`config.mk`:
```
export PLATFORM = sky130hd
export DESIGN_NAME = tiny_io_stim
export DESIGN_NICKNAME = d
export VERILOG_FILES = /design/src/rtl/tiny_io_stim.sv
export SDC_FILE = /design/constraint.sdc
export NUM_CORES = 1
export LEC_CHECK = 0
export CAP_MARGIN = 15
export CORE_AREA = 2 2 133 135
export CTS_CLUSTER_DIAMETER = 40
export DETAILED_ROUTE_END_ITERATION = 12
export DIE_AREA = 0 0 135 137
export GPL_TIMING_DRIVEN = 0
export SYNTH_ARGS = -nofsm -noshare
export SYNTH_HDL_FRONTEND = slang
export SYNTH_SLANG_ARGS = --single-unit
```
`constraint.sdc`:
```
create_clock -name wb_clk_i -period 3.9 [get_ports wb_clk_i]
set_input_delay 0.585 -clock wb_clk_i [delete_from_list [all_inputs] [get_ports wb_clk_i]]
set_output_delay 0.585 -clock wb_clk_i [all_outputs]
set_load 0.01 [all_outputs]
```
`src/rtl/tiny_io_stim.sv`:
```
// tiny_io_stim: Wishbone-programmable clock/reset/data stimulus and output capture for an 8-bit tiny user design.
module tiny_io_stim #(
  parameter int          DIV_W    = 16,
  parameter int          STEP_W   = 16,
  parameter logic [31:0] BASE_ADR = 32'h3000_0000
) (
  input  logic        wb_clk_i,
  input  logic        wb_rst_ni,
  input  logic        wbs_cyc_i,
  input  logic        wbs_stb_i,
  input  logic        wbs_we_i,
  input  logic [3:0]  wbs_sel_i,
  input  logic [31:0] wbs_adr_i,
  input  logic [31:0] wbs_dat_i,
  output logic        wbs_ack_o,
  output logic [31:0] wbs_dat_o,
  output logic [7:0]  user_in_o,
  input  logic [7:0]  user_out_i,
  output logic        irq_o
);
  typedef enum logic [1:0] {IDLE, HIGH, LOW} state_t;
  state_t            state;
  logic [3:0]        ctrl;
  logic [DIV_W-1:0]  div, pc;
  logic [STEP_W-1:0] steps;
  logic [5:0]        data;
  logic [7:0]        capt, sync1, sync2;
  logic              cap_new, cap_ovr, done, uclk;
  logic              hit, acc, wr, rd, go, cap, start, unused_ok;
  logic [5:0]        idx;
  logic [31:0]       wm, wv, rdata;
  assign hit = wbs_cyc_i & wbs_stb_i & (wbs_adr_i[31:8] == BASE_ADR[31:8]);
  assign acc = wbs_ack_o & wbs_cyc_i & wbs_stb_i;
  assign wr = acc & wbs_we_i;
  assign rd = acc & ~wbs_we_i;
  assign idx = wbs_adr_i[7:2];
  assign wm = {{8{wbs_sel_i[3]}}, {8{wbs_sel_i[2]}}, {8{wbs_sel_i[1]}}, {8{wbs_sel_i[0]}}};
  assign wv = wbs_dat_i & wm;
  assign unused_ok = ^{wv, wm, wbs_adr_i[1:0]};
  assign go = ctrl[0] & (ctrl[2] | (steps != '0));
  assign cap = (state == LOW) && (pc == '0);
  assign start = go & ((state == IDLE) | cap);
  // Every bit driven to the user design comes straight from a flop.
  assign user_in_o = {data, ctrl[1], uclk};
  assign wbs_dat_o = wbs_ack_o ? rdata : '0;
  always_comb begin
    rdata = '0;
    case (idx)
      6'h0: rdata[3:0] = ctrl;
      6'h1: rdata[DIV_W-1:0] = div;
      6'h2: rdata[STEP_W-1:0] = steps;
      6'h3: rdata[5:0] = data;
      6'h4: rdata[9:0] = {cap_ovr, cap_new, capt};
      6'h5: rdata[1:0] = {done, state != IDLE};
      default: rdata = '0;
    endcase
  end
  always_ff @(posedge wb_clk_i or negedge wb_rst_ni) begin
    if (!wb_rst_ni) begin
      state     <= IDLE;
      ctrl      <= 4'h2;
      div       <= '0;
      pc        <= '0;
      steps     <= '0;
      data      <= '0;
      capt      <= '0;
      sync1     <= '0;
      sync2     <= '0;
      cap_new   <= 1'b0;
      cap_ovr   <= 1'b0;
      done      <= 1'b0;
      uclk      <= 1'b0;
      wbs_ack_o <= 1'b0;
      irq_o     <= 1'b0;
    end else begin
      wbs_ack_o <= hit & ~wbs_ack_o;
      sync1 <= user_out_i;
      sync2 <= sync1;
      irq_o <= done & ctrl[3];
      if (wr && idx == 6'h0) ctrl <= (ctrl & ~wm[3:0]) | wv[3:0];
      if (wr && idx == 6'h1) div <= (div & ~wm[DIV_W-1:0]) | wv[DIV_W-1:0];
      if (wr && idx == 6'h3) data <= (data & ~wm[5:0]) | wv[5:0];
      if (wr && idx == 6'h5 && wv[1]) done <= 1'b0;
      if (start) begin
        state <= HIGH;
        uclk  <= 1'b1;
        pc    <= div;
        if (!ctrl[2]) steps <= steps - 1'b1;
      end else if (cap) begin
        state <= IDLE;
        // Only a counted run that exhausted its steps reports completion.
        if (ctrl[0] & ~ctrl[2]) done <= 1'b1;
      end else if (state == HIGH && pc == '0) begin
        state <= LOW;
        uclk  <= 1'b0;
        pc    <= div;
      end else if (state != IDLE) begin
        pc <= pc - 1'b1;
      end
      if (wr && idx == 6'h2) steps <= (steps & ~wm[STEP_W-1:0]) | wv[STEP_W-1:0];
      if (cap) begin
        capt    <= sync2;
        cap_new <= 1'b1;
        cap_ovr <= (rd && idx == 6'h4) ? 1'b0 : (cap_ovr | cap_new);
      end else if (rd && idx == 6'h4) begin
        cap_new <= 1'b0;
        cap_ovr <= 1'b0;
      end
    end
  end
endmodule

```
# Word-level counts from Yosys, hierarchy flattened
# Cells that the tools add are included.
[totals] register_bits=90 out_inout_bits=42 wordCells=105
[classes] n_addsub=2 eq_ne=10 n_mux=27 bitwise_logic=29 n_reduce_logical=22
[op_table] cell="$mux W16" n=8
[op_table] cell="$and A16 B16 Y16" n=3
[op_table] cell="$or A16 B16 Y16" n=2
[op_table] cell="$sub A16 B1 Y16 const B" n=2
[op_table] cell="$eq A24 B22 Y1 const B" n=1
[op_table] cell="$logic_not A16 Y1" n=1
[op_table] cell="$not A16 Y16" n=1
[op_table] cell="$reduce_bool A16 Y1" n=1
[op_table] cell="$eq A6 B2 Y1 const B" n=2
[op_table] cell="$eq A6 B3 Y1 const B" n=2
[op_table] cell="$pmux W2 S6" n=1
[op_table] cell="$pmux W4 S3" n=1
[op_table] cell="$pmux W6 S2" n=1
[op_table] cell="$and A1 B1 Y1" n=11
[op_table] cell="$mux W1" n=11
[op_table] cell="$pmux W2 S5" n=1
[op_table] cell="$logic_and A1 B1 Y1" n=9
[op_table] cell="$pmux W2 S4" n=1
[op_table] cell="$reduce_bool A2 Y1" n=4
[op_table] cell="$and A6 B6 Y6" n=1
[op_table] cell="$eq A6 B1 Y1 const B" n=1
[op_table] cell="$logic_not A6 Y1" n=1
[op_table] cell="$mux W2" n=3
[op_table] cell="$not A6 Y6" n=1
[op_table] cell="other kinds (12)" n=20

# Longest topological paths before layout
# Gate-level depths: netlist of run 1.
[logic_depth] ltp_word=9 mapped_depth=10

# Worst setup path before layout of run 1
# OpenSTA, ideal clock, no wires.
[synth_timing] kind="input -> output" from="in wbs_adr_i[5]" to="out wbs_dat_o[6]" t_arrival_ps=2037 required_ps=3315 path_slack_ps=1278 path_stages=6 path_buffers=2 cell_sequence="nor4_2 > and2_1 > clkbuf_1 > clkbuf_1 > a222oi_1 > nor2b_1"
[synth_between] elab_chain_cells=3
[synth_rtl] element="start, declared" line="13" source="input logic [31:0] wbs_adr_i,"
[synth_rtl] element="$eq A6 B3 Y1 (tied with other cells)" line="48" source="case (idx)"
[synth_rtl] element="$pmux W4 S3 (*)" line="48"
[synth_rtl] element="$mux W16 (*)" line="45" source="assign wbs_dat_o = wbs_ack_o ? rdata : '0;"
[synth_rtl] element="end, declared" line="16" source="output logic [31:0] wbs_dat_o,"
# Every way passes the cells marked *; elsewhere a longest branch is shown, timed or not.

# Worst setup path after layout of run 1
[layout_timing] from="in wbs_adr_i[5]" to="out wbs_dat_o[15]"
[layout_between] elab_chain_cells=3
[layout_rtl] element="$eq A6 B2 Y1 or $eq A6 B1 Y1 (tied branches)" line="48"
[layout_rtl] element="$pmux W6 S2 (*)" line="48"
[layout_rtl] element="$mux W16 (*)" line="45"
# Marked as above.

==> impl_metrics.json, run 1 <==
{
  "clk_latency_ns": 0.35,
  "pre_cts_ws_ns": -0.580,
  "setup-tns-final_ns": 0,
  "worst_setup_path_end_kind": "primary output",
  "wl_per_cell_um": 16.9,
  "hold_buffers": 0,
  "yosysSeqAreaShare_pct": 46.7,
  "dpl.cell_count": 792,
  "cts_sinks": 90,
  "rows": 48,
  "synth_edf_count": 0,
  "place_hpwl_um": 10300,
  "io_buffers": 86,
  "peakVddDrop_uv": 197,
  "p_leak_nw": 2.65,
  "powerDensity_nw_per_um2": 307,
  "core_um2": 17100,
  "path_cells": "clkdlybuf4s50_1 > nor4_4 > buf_4 > and3b_1 > clkbuf_1 > a22oi_1 > nor2b_1 > clkdlybuf4s50_1",
  "yosys_warnings": 0,
  "antenna_found_initial": 0,
  "worstPathArrival_ns": 3.20,
  "cp.required_ns": 3.31,
  "worstHoldPathType": "input pin to async pin",
  "cp_max_fo": 10,
  "synthFlopType": "dfrtp_1",
  "syn_area_um2": 4830,
  "max_freq_mhz": 264,
  "ff_latch_area_um2": 2250,
  "cts-root-buf": "clkbuf_16",
  "die-area_um2": 18500,
  "whs_ns": 0.227,
  "maxSlewViolCount": 0,
  "postLayoutCoreUtil_pct": 37.4,
  "grt_pass1_vias": 4147,
  "drive_gt1_share_pct": 18.6,
  "placed_area_um2": 6050,
  "cts.htree.levels": 3,
  "crit_family": "buffers and inverters",
  "finalHoldViolCount": 0,
  "slowest_delay_ns": 0.59,
  "drtPass1Iterations": 4,
  "grt_pass1_wl_um": 21900,
  "setup_viol": 0,
  "design_area_um2": 6380,
  "setup_slack_ns": 0.117,
  "num_vias": 4124,
  "layout_commonest_cell": "dfrtp_1",
  "fill_cells": 1716,
  "grt_max_degree": 51,
  "startpoint_type": "input pin",
  "gp_congestion": 0.864,
  "multiInputGateArea_um2": 2360,
  "min_period_ns": 3.78,
  "cts_tree": "built",
  "cts_max_path_buffers": 2,
  "viasPerCell": 5.09,
  "post-route-period-util_pct": 97.0,
  "post-route-drc-count": 0,
  "path_buf_inv": 4,
  "finClkSkew_ns": 0.00806,
  "synthDistinctLibCells": 70,
  "io_pins": 123,
  "die_h_um": 137,
  "cp_slowest_cell": "clkdlybuf4s50_1",
  "netlist_instances": 465,
  "clk_pin_slew_ns": 0.06,
  "nets": 665,
  "numCtsBuffers": 9,
  "area_delta_synth_final_pct": 32.2,
  "dieWidth_um": 135,
  "syn-mean-instance-area_um2": 10.4,
  "track_usage_pct": 15.3,
  "n_antenna_cell": 0,
  "worstSetupPathType": "input pin to primary output",
  "p_total_mw": 1.96,
  "final_cell_mix": "dfrtp_1 (89), clkdlybuf4s50_1 (85), nor2_1 (37)",
  "antenna_left": 0,
  "async_flop_share_pct": 100,
  "drv_cap": 0,
  "crit_path_frequent_cell": "clkdlybuf4s50_1",
  "tightest_slew_ns": 0.686,
  "rsz0062_at_grt": "false",
  "totalWireLength_um": 13700,
  "start_util_pct": 28.3,
  "max-slew-margin-rel_pct": 54.0,
  "drt_iter0_drc": 291,
  "outcome": "complete, no violations",
  "fin_cells": 810,
  "ys_ff_latch": 90,
  "grt-ovfl-total": 0
}
[synthesized netlist by cell type (4+ instances only)]
cell type,instances,share of area (%)
a311oi_1,4,0.73
nor2_1,37,2.9
nor3_1,13,1.3
nand4_1,7,0.91
nor2b_1,15,1.9
o211ai_1,5,0.78
mux2_2,36,8.4
mux4_2,4,1.9
o21ai_0,19,2.0
dfrtp_1,89,46
nor4_1,9,1.2
and3_1,6,0.78
clkbuf_1,15,1.2
nand3_1,10,1.0
or3_1,5,0.65
ha_1,4,1.0
buf_4,18,2.8
o311ai_0,4,0.73
nand2_1,34,2.6
and2_1,4,0.52
a31oi_1,5,0.65
inv_1,9,0.70
a222oi_1,4,0.83
a22oi_1,13,2.0
nand2b_1,7,0.91
a21oi_1,20,2.1
[what timing repair did]
action / 4_1_cts / 5_1_grt
pin swaps: 1 / 0
setup buffers: 3 / 0
setup endpoints to repair: 10 / 11
resized for setup: 1 / 4
[area by class of cell]
type                            instances  share of cell area, %
Inverter                                9                  0.529
Buffer                                 40                   3.84
Multi-Input combinational cell        340                   36.9
Tap cell                              225                   4.41
Timing Repair Buffer                   90                   14.2
Clock inverter                          6                   1.00
Clock buffer                           10                   3.74
Sequential cell                        90                   35.3
[worst reg2reg max path: stages, from the launching register on]
cell,delay (ns)
dfrtp_1,0.60
and4_1,0.27
clkbuf_1,0.25
and2_1,0.17
clkbuf_1,0.24
and2_1,0.17
clkbuf_1,0.41
a21oi_2,0.17
o21ai_0,0.20
o311ai_0,0.18
[routing by layer]
metal | GRT usage [%] | vias to the layer above | part of all wire (%)
met5 | 0 | - | 0
met4 | 5.38 | 0 | 1.6
met3 | 3.04 | 13 | 5.4
met2 | 26.9 | 125 | 51
met1 | 18.6 | 2050 | 42
li1 | - | 1936 | -
[where the power goes]
| part | internal, mW | total, mW | switching [mW] |
|---|---|---|---|
| registers | 0.942 | 0.943 | 0.00190 |
| clock network | 0.514 | 0.885 | 0.371 |
| logic | 0.0741 | 0.130 | 0.0563 |
| total | 1.53 | 1.96 | 0.429 |
[cell families after synthesis]
kind of cell	share of synthesized area, %
multiplexers	10.3
adder cells (fa/ha/maj)	1.24
buffers and inverters	5.81
flip-flops	46.7
AND/OR/NAND/NOR	19.0
other	0.0777
XOR/XNOR	0.181
AO/OA/AOI/OAI	16.7
[worst paths after layout]
check                        startpoint            end  slack [ns]  cells after the start
hold / removal                wb_rst_ni       sync2[7]        0.23                      1
setup / recovery           wbs_adr_i[5]  wbs_dat_o[15]        0.12                      8
max in group asynchronous     wb_rst_ni      async pin        2.95                      2
min in group wb_clk_i          sync1[7]       sync2[7]        0.35                      0
hold reg to reg                sync1[7]       sync2[7]        0.35                      0
setup reg to reg              wbs_ack_o           flop        1.09                      9
Power figures use the tool's default switching activity.
==> run 2: changes to the inputs <==
Settings changed: CELL_PAD_IN_SITES_DETAIL_PLACEMENT set to 0, CELL_PAD_IN_SITES_GLOBAL_PLACEMENT set to 1, CORE_AREA 2 2 133 135 to 2 2 112 114, DIE_AREA 0 0 135 137 to 0 0 114 116, PLACE_DENSITY_LB_ADDON set to 0.1.
==> run 2 against run 1 <==
  * Count of clock-buffer cells in the layout up 2
  * Highest routed layer unchanged
  * Sequential share of layout area up 0.66 points
  * Cell count down 9.9%
  * Worst setup slack better by 0.041 ns
  * Largest power group unchanged
  * Fmax up 1.1%
  * Combinational power about the same
  * Via count down 3.2%
  * Routed wire length down 5.7%
  * Critical path depth down 1
  * Die area down 28%
==> impl_metrics.json, run 2 (synthesis results as in run 1) <==
{
  "outcome": "complete, no violations",
  "finClkSkew_ns": 0.00840,
  "cts_sinks": 90,
  "drtPass1Iterations": 4,
  "grt-ovfl-total": 0,
  "track_usage_pct": 20.8,
  "min_period_ns": 3.74,
  "die_h_um": 116,
  "grt_pass1_wl_um": 21100,
  "powerDensity_nw_per_um2": 308,
  "grt_max_degree": 55,
  "wl_per_cell_um": 17.7,
  "r2r_start": "wbs_ack_o",
  "post-route-period-util_pct": 96.0,
  "n_antenna_cell": 0,
  "rrSetupSlack_ns": 1.14,
  "path_buf_inv": 4,
  "layout_commonest_cell": "dfrtp_1",
  "drv_cap": 0,
  "cts_max_path_buffers": 2,
  "cts_tree": "built",
  "slowest_delay_ns": 0.56,
  "viasPerCell": 5.47,
  "totalWireLength_um": 12900,
  "path_cells": "clkdlybuf4s50_1 > clkbuf_1 > and3b_1 > clkbuf_1 > a22oi_1 > nor2b_1 > clkdlybuf4s50_1",
  "fin_cells": 730,
  "cp.required_ns": 3.31,
  "peakVddDrop_uv": 161,
  "dieWidth_um": 114,
  "clk_pin_slew_ns": 0.07,
  "die-area_um2": 13200,
  "tightest_slew_ns": 0.661,
  "io_buffers": 86,
  "crit_family": "buffers and inverters",
  "rsz0062_at_grt": "false",
  "postLayoutCoreUtil_pct": 52.6,
  "cp.depth": 7,
  "place_hpwl_um": 9770,
  "p_leak_nw": 2.64,
  "p_total_mw": 1.93,
  "worstHoldPathType": "input pin to async pin",
  "max-slew-margin-rel_pct": 55.7,
  "worstSetupPathType": "input pin to primary output",
  "hold_buffers": 0,
  "drt_iter0_drc": 278,
  "dpl.cell_count": 714,
  "cts-root-buf": "clkbuf_16",
  "numCtsBuffers": 9,
  "max_freq_mhz": 267,
  "maxSlewViolCount": 0,
  "clk_latency_ns": 0.35,
  "worstPathArrival_ns": 3.16,
  "setup_viol": 0,
  "finalHoldViolCount": 0,
  "antenna_left": 0,
  "post-route-drc-count": 0,
  "startpoint": "wbs_adr_i[2]",
  "start_util_pct": 40.5,
  "num_vias": 3991,
  "startpoint_type": "input pin",
  "crit_path_end": "wbs_dat_o[15]",
  "nets": 663,
  "io_pins": 123,
  "drive_gt1_share_pct": 18.2,
  "area_delta_synth_final_pct": 29.8,
  "worst_setup_path_end_kind": "primary output",
  "cp_slowest_cell": "clkdlybuf4s50_1",
  "gp_congestion": 0.851,
  "reg2regPathDepth": 9,
  "rows": 40,
  "fill_cells": 1081,
  "cts.htree.levels": 3,
  "final_cell_mix": "dfrtp_1 (89), clkdlybuf4s50_1 (85), nor2_1 (37)",
  "antenna_found_initial": 0,
  "whs_ns": 0.209,
  "grt_pass1_vias": 4157,
  "core_um2": 11900,
  "cp_max_fo": 10
}
## run 2: cell types whose count changed in the layout (fill, tap and decap cells not counted)
cell / before / now
bufinv_16: 1 / 0
buf_4: 22 / 20
clkinv_4: 0 / 2
clkinv_2: 2 / 0
clkbuf_8: 1 / 3
clkbuf_1: 12 / 13
clkinvlp_4: 2 / 1
clkbuf_2: 2 / 1
## run 2: cell type report
type | instances | area (um2) | area share, %
Inverter | 9 | 33.8 | 0.539
Timing Repair Buffer | 88 | 893 | 14.3
Clock buffer | 12 | 267 | 4.25
Multi-Input combinational cell | 340 | 2360 | 37.6
Tap cell | 147 | 184 | 2.93
Clock inverter | 4 | 33.8 | 0.539
Buffer | 40 | 244 | 3.89
Sequential cell | 90 | 2250 | 36.0
## run 2: worst reg2reg max path: stages, from the launching register on
cell	delay (ns)
dfrtp_1	0.65
and4_1	0.26
clkbuf_1	0.24
and2_1	0.17
clkbuf_1	0.26
and2_1	0.17
clkbuf_1	0.37
a21oi_2	0.17
o21ai_0	0.20
o311ai_0	0.14
## run 2: where the power goes
| part | switching [mW] | internal, mW | leakage [nW] |
|---|---|---|---|
| registers | 0.00185 | 0.942 | 1.17 |
| clock network | 0.372 | 0.489 | 0.145 |
| logic | 0.0535 | 0.0732 | 1.32 |
| total | 0.427 | 1.50 | 2.64 |
## run 2: worst min-delay path by stage
stage	from	endpoint	cells past startpoint
2_1_floorplan	wb_rst_ni	async pin	0
3_3_place_gp	sync1[2]	sync2[2]	0
3_5_place_dp	sync1[3]	sync2[3]	0
4_1_cts	wb_rst_ni	pc[5]	1
5_1_grt	wb_rst_ni	pc[6]	1
6_report	wb_rst_ni	pc[5]	1
## run 2: through the flow
stage               setup TNS, ns  cell area [um2]  setup WS, ns
floorplan                       0             4880          1.28
global placement          -117.98             5930         -1.28
detailed placement          -4.41             5950        -0.520
CTS                             0             6270         0.141
global route                    0             6270        0.0186
finish                          0             6270         0.157
## run 2: what timing repair did
item                                   in CTS  in global routing
endpoints found under the hold margin       0                  0
setup buffers                               1                  0
gates cloned                                0                  0
setup endpoints to repair                  10                  1
pin swaps                                   1                  0
resized for setup                           2                  0
## run 2: layer usage
layer	up-vias	wire [um]	global-route usage, %
li1	1931	-	-
met1	1927	5760	26.9
met2	118	6320	34.5
met3	15	626	3.71
met4	0	185	8.62
met5	-	0	0
